`config.mk`:
```
export PLATFORM = sky130hd
export DESIGN_NAME = mode_select
export DESIGN_NICKNAME = d
export VERILOG_FILES = /design/src/rtl/mode_select.sv
export SDC_FILE = /design/constraint.sdc
export NUM_CORES = 1
export LEC_CHECK = 0
export BUFFER_PORTS_ARGS = -buffer_cell sky130_fd_sc_hd__buf_4
export CORE_MARGIN = 1.5
export CORE_UTILIZATION = 35
export CTS_BUF_LIST = sky130_fd_sc_hd__clkbuf_8 sky130_fd_sc_hd__clkbuf_16
export DETAILED_ROUTE_END_ITERATION = 6
export PLACE_DENSITY = 0.51
export SLEW_MARGIN = 20
export SYNTH_ARGS = -nofsm -noshare
export SYNTH_HDL_FRONTEND = slang
export SYNTH_SLANG_ARGS = --single-unit
```
`constraint.sdc`:
```
create_clock -name clk -period 2.3 [get_ports clk]
set_input_delay 0.23 -clock clk [delete_from_list [all_inputs] [get_ports clk]]
set_output_delay 0.23 -clock clk [all_outputs]
set_load 0.02 [all_outputs]
```
`src/rtl/mode_select.sv`:
```
// Front-panel mode sequencer: debounced next/prev keys step the mode,
// a long next press or an idle timeout returns to mode 0.
module mode_select #(
  parameter int NUM_MODES    = 4,
  parameter int MODE_W       = 2,
  parameter int DEB_CYCLES   = 20,
  parameter int LONG_CYCLES  = 1000,
  parameter int IDLE_TIMEOUT = 0,
  parameter int WRAP         = 1
) (
  input  logic                 clk,
  input  logic                 rst,
  input  logic                 key_next,
  input  logic                 key_prev,
  input  logic                 lock,
  output logic [MODE_W-1:0]    mode,
  output logic [NUM_MODES-1:0] mode_onehot,
  output logic                 mode_chg,
  output logic                 long_press
);

  localparam int DW = $clog2(DEB_CYCLES + 1);
  localparam int LW = $clog2(LONG_CYCLES + 1);
  localparam int IW = (IDLE_TIMEOUT > 0) ?
                      $clog2(IDLE_TIMEOUT + 1) : 1;

  typedef enum logic [1:0] {
    N_IDLE,
    N_HELD,
    N_LONG
  } nstate_t;

  logic [1:0]         s1_q, s2_q;
  logic [1:0]         deb_q, deb_d;
  logic [1:0][DW-1:0] dcnt_q, dcnt_d;
  nstate_t            nst_q, nst_d;
  logic [LW-1:0]      hold_q, hold_d;
  logic               pheld_q, pheld_d;
  logic [IW-1:0]      idle_q, idle_d;
  logic [MODE_W-1:0]  mode_q, mode_d;
  logic [NUM_MODES-1:0] oh_q, oh_d;
  logic               chg_q, chg_d;
  logic               lp_q, lp_d;

  logic step_n, step_p, long_ev;
  logic inc, dec, lng;
  logic [MODE_W-1:0] nxt_val, prv_val;

  // index 0 = next key, index 1 = prev key
  always_comb begin
    for (int k = 0; k < 2; k++) begin
      deb_d[k]  = deb_q[k];
      dcnt_d[k] = '0;
      if (s2_q[k] != deb_q[k]) begin
        if (dcnt_q[k] == DW'(DEB_CYCLES - 1))
          deb_d[k] = ~deb_q[k];
        else
          dcnt_d[k] = dcnt_q[k] + 1'b1;
      end
    end
  end

  always_comb begin
    nst_d   = nst_q;
    hold_d  = hold_q;
    step_n  = 1'b0;
    long_ev = 1'b0;
    unique case (nst_q)
      N_IDLE: begin
        if (deb_q[0]) begin
          nst_d  = N_HELD;
          hold_d = LW'(1);
        end
      end
      N_HELD: begin
        if (!deb_q[0]) begin
          step_n = 1'b1;
          nst_d  = N_IDLE;
          hold_d = '0;
        end else if (hold_q == LW'(LONG_CYCLES - 1)) begin
          long_ev = 1'b1;
          nst_d   = N_LONG;
          hold_d  = '0;
        end else begin
          hold_d = hold_q + 1'b1;
        end
      end
      N_LONG: begin
        if (!deb_q[0]) nst_d = N_IDLE;
      end
      default: nst_d = N_IDLE;
    endcase
  end

  // prev has no long state: any debounced fall is a step
  assign pheld_d = deb_q[1];
  assign step_p  = pheld_q & ~deb_q[1];

  assign inc = step_n & ~lock;
  assign dec = step_p & ~lock;
  assign lng = long_ev & ~lock;

  always_comb begin
    nxt_val = mode_q + 1'b1;
    prv_val = mode_q - 1'b1;
    if (mode_q == MODE_W'(NUM_MODES - 1))
      nxt_val = (WRAP != 0) ? '0 : mode_q;
    if (mode_q == '0)
      prv_val = (WRAP != 0) ? MODE_W'(NUM_MODES - 1) : mode_q;
  end

  always_comb begin
    mode_d = mode_q;
    idle_d = '0;
    if (lng)
      mode_d = '0;
    else if (inc && !dec)
      mode_d = nxt_val;
    else if (dec && !inc)
      mode_d = prv_val;
    if (IDLE_TIMEOUT > 0) begin
      if (lock || (|deb_q) || mode_q == '0) begin
        idle_d = '0;
      end else if (idle_q == IW'(IDLE_TIMEOUT - 1)) begin
        idle_d = '0;
        mode_d = '0;
      end else begin
        idle_d = idle_q + 1'b1;
      end
    end
    chg_d = (mode_d != mode_q);
    oh_d  = NUM_MODES'(1) << mode_d;
    lp_d  = lng;
  end

  always_ff @(posedge clk or posedge rst) begin
    if (rst) begin
      s1_q    <= '0;
      s2_q    <= '0;
      deb_q   <= '0;
      dcnt_q  <= '0;
      nst_q   <= N_IDLE;
      hold_q  <= '0;
      pheld_q <= 1'b0;
      idle_q  <= '0;
      mode_q  <= '0;
      oh_q    <= NUM_MODES'(1);
      chg_q   <= 1'b0;
      lp_q    <= 1'b0;
    end else begin
      s1_q    <= {key_prev, key_next};
      s2_q    <= s1_q;
      deb_q   <= deb_d;
      dcnt_q  <= dcnt_d;
      nst_q   <= nst_d;
      hold_q  <= hold_d;
      pheld_q <= pheld_d;
      idle_q  <= idle_d;
      mode_q  <= mode_d;
      oh_q    <= oh_d;
      chg_q   <= chg_d;
      lp_q    <= lp_d;
    end
  end

  assign mode        = mode_q;
  assign mode_onehot = oh_q;
  assign mode_chg    = chg_q;
  assign long_press  = lp_q;

endmodule
```
==> results.toml <==
[run_status]
outcome = "finished clean"

[yosys]
synthesis.nets = 185
synth_edf_count = 0
synth-seq-cells = 37
synth_area_sq_um = 1840
yosysTopAreaCell = "dfrtp_1"
avgSynthCellArea_sq_um = 10.5
ys_warn_count = 0
netlist_instances = 175
synth_top_cell_area_share = 0.490
synth.area.top_cells = "dfrtp_1, nand2_1, ha_1, o21ai_0, nor2_1"
async_flop_share = 1.00
synth.distinct_cells = 48
yosysSeqAreaShare = 0.504
synth_ff_type = "dfrtp_1"

[layout]
final_area_sq_um = 2110
syn2layout_area_growth_pct = 14.8
diodes = 0
layout_commonest_cell = "dfrtp_1"
register_area_sq_um = 927
layout_common_cells = "dfrtp_1, nand2_1, nor2_1, buf_4, o21ai_0"
multiInputGateArea_sq_um = 872
fin_nets = 205
num-fill-cells = 519
drive_above_1_share = 0.204

[sta]
setup-violations-final = 0
max_freq_mhz = 484
fin_crit_sh = 0.898
max_slew_margin = 0.663
skew_ns = 0.00366
maxSlewViolCount = 0
hold_viol = 0
min_period_ns = 2.06
worstMarginPinSlew_ns = 0.504
rsz0062_at_grt = "no"
hold_ws_ns = 0.0443
fin_setup_tns_ns = 0

[detailed_routing]
drt_iter0_drc = 73
dr.pass1.iters = 5
wl_um = 3410
wire_per_inst_um = 12.8
num_vias = 1344
ant_nets = 0
route.detailed.drc = 0
vias_per_cell = 5.05

[place]
gp_congestion = 0.796
dpl_cell_area_sq_um = 2020
post-dp-hpwl_um = 2490
portBuffers = 12

[floorplan]
die_height_um = 75.5
die-area_sq_um = 5700
num_rows = 26
start_util = 0.362
io_pins = 13
die_w_um = 75.5
placeableCoreArea_sq_um = 5070

[grt]
antenna_found_initial = 0
track_usage = 0.133
grt_pass1_wl_um = 5800
grt_overflow_total = 0
grt_max_degree = 38
grt_pass1_vias = 1317

[clock_tree]
postCtsHoldBufs = 0
cts_tree = "built"
cts_max_path_buffers = 2
cts-root-buf = "clkbuf_8"
htreeDepth = 2
clk-insertion-delay-late_ns = 0.29
clock-sinks = 37
path_clk_slew_ns = 0.08
cts_setup_buffers = 0
numCtsBuffers = 5
cts_resized = 0

[min_path]
min_path_type = "in -> reg"
holdPathStages = 1

[worst_setup_path]
crit_type = "reg -> reg"
worstPathRequired_ns = 2.45
arrival_ns = 2.22
worst_setup_path_start_kind = "flop"
critPathMaxFanout = 5
critPathCaptureType = "flop"
reg2reg_depth = 6

[power_and_ir_drop]
pwr_density_cell_nw_per_um2 = 567
p_leak_nw = 0.911
irDropWorstVdd_mv = 0.484

[job]
cap_violations = 0
## flip-flops by register name, summed over array words and instances, names as in the netlist
name,flops
dcnt_q,10
hold_q,10
mode_onehot,4
deb_q,2
mode,2
nst_q,2
s1_q,2
s2_q,2
long_press,1
mode_chg,1
pheld_q,1
## kinds of logic (layout without fill, tap and decap cells)
kind of cell / count (synthesis) / count (layout) / synth area share
xor gates and xnor gates: 6 / 6 / 0.0286
muxes: 3 / 3 / 0.0184
and+or+nand+nor: 78 / 78 / 0.244
buffers and inverters: 8 / 29 / 0.0218
AOI/OAI and AO/OA: 38 / 38 / 0.150
DFF: 37 / 37 / 0.504
adders and majority gates: 5 / 5 / 0.0340
## path summary, 6_finish.rpt
| kind | start | end | slack, ns |
|---|---|---|---|
| max | hold_q[0] | mode_chg | 0.24 |
| min | key_next | s1_q[0] | 0.04 |
| max reg2reg | hold_q[0] | mode_chg | 0.24 |
| min reg2reg | s1_q[0] | s2_q[0] | 0.36 |
| max in group asynchronous | rst | mode_onehot[0] | 1.91 |
| min in group asynchronous | rst | s1_q[0] | 0.05 |
## worst max-delay path, cell delays in order (launching register included)
cell and delay [ns]:
dfrtp_1 0.39, ha_1 0.24, nand4_1 0.33, nor4_4 0.55, a21oi_2 0.08, o32ai_1 0.20
o211ai_1 0.14
## synth_stat cells, drive strengths merged (2+ instances only)
cell type,instances
xor2,2
and2,3
and3,3
nand2,21
nor3b,2
nor2,15
o21ai,12
nand3,8
nand3b,3
and2b,2
o311ai,2
xnor2,4
or3b,2
a31oi,3
a21boi,4
nor3,6
ha,5
a21oi,6
o31ai,3
or3,2
nor2b,3
nor4,2
inv,7
nand4bb,2
dfrtp,36
nand2b,2
mux2,3
## area by class of cell
| cell class | instances | share of cell area |
|---|---|---|
| Sequential cell | 37 | 0.439 |
| Multi-Input combinational cell | 130 | 0.413 |
| Timing Repair Buffer | 14 | 0.0498 |
| Tap cell | 70 | 0.0415 |
| Clock buffer | 5 | 0.0326 |
| Inverter | 7 | 0.0136 |
| Clock inverter | 3 | 0.0101 |
## stage by stage
stage	power, mW	utilization	std cells	setup slack, ns
floorplan	0.729	-	175	0.420
global placement	0.752	0.398	258	0.347
detailed placement	0.754	0.398	258	0.257
CTS	1.22	0.416	266	0.244
global route	1.25	0.416	266	0.143
finish	1.20	0.416	266	0.235
## report_power, final
part	internal (mW)	total, mW	switching (mW)
combinational	0.0261	0.0618	0.0357
clock	0.215	0.458	0.243
sequential	0.666	0.678	0.0115
total	0.907	1.20	0.291
## routing by layer
layer	track usage	vias to the layer above	wire, um
met5	0	-	0
met4	0.0516	0	42
met3	0.0331	6	129
met2	0.231	27	1730
met1	0.160	652	1510
li1	-	659	-
Note: power is estimated with default switching activity, not from simulation.
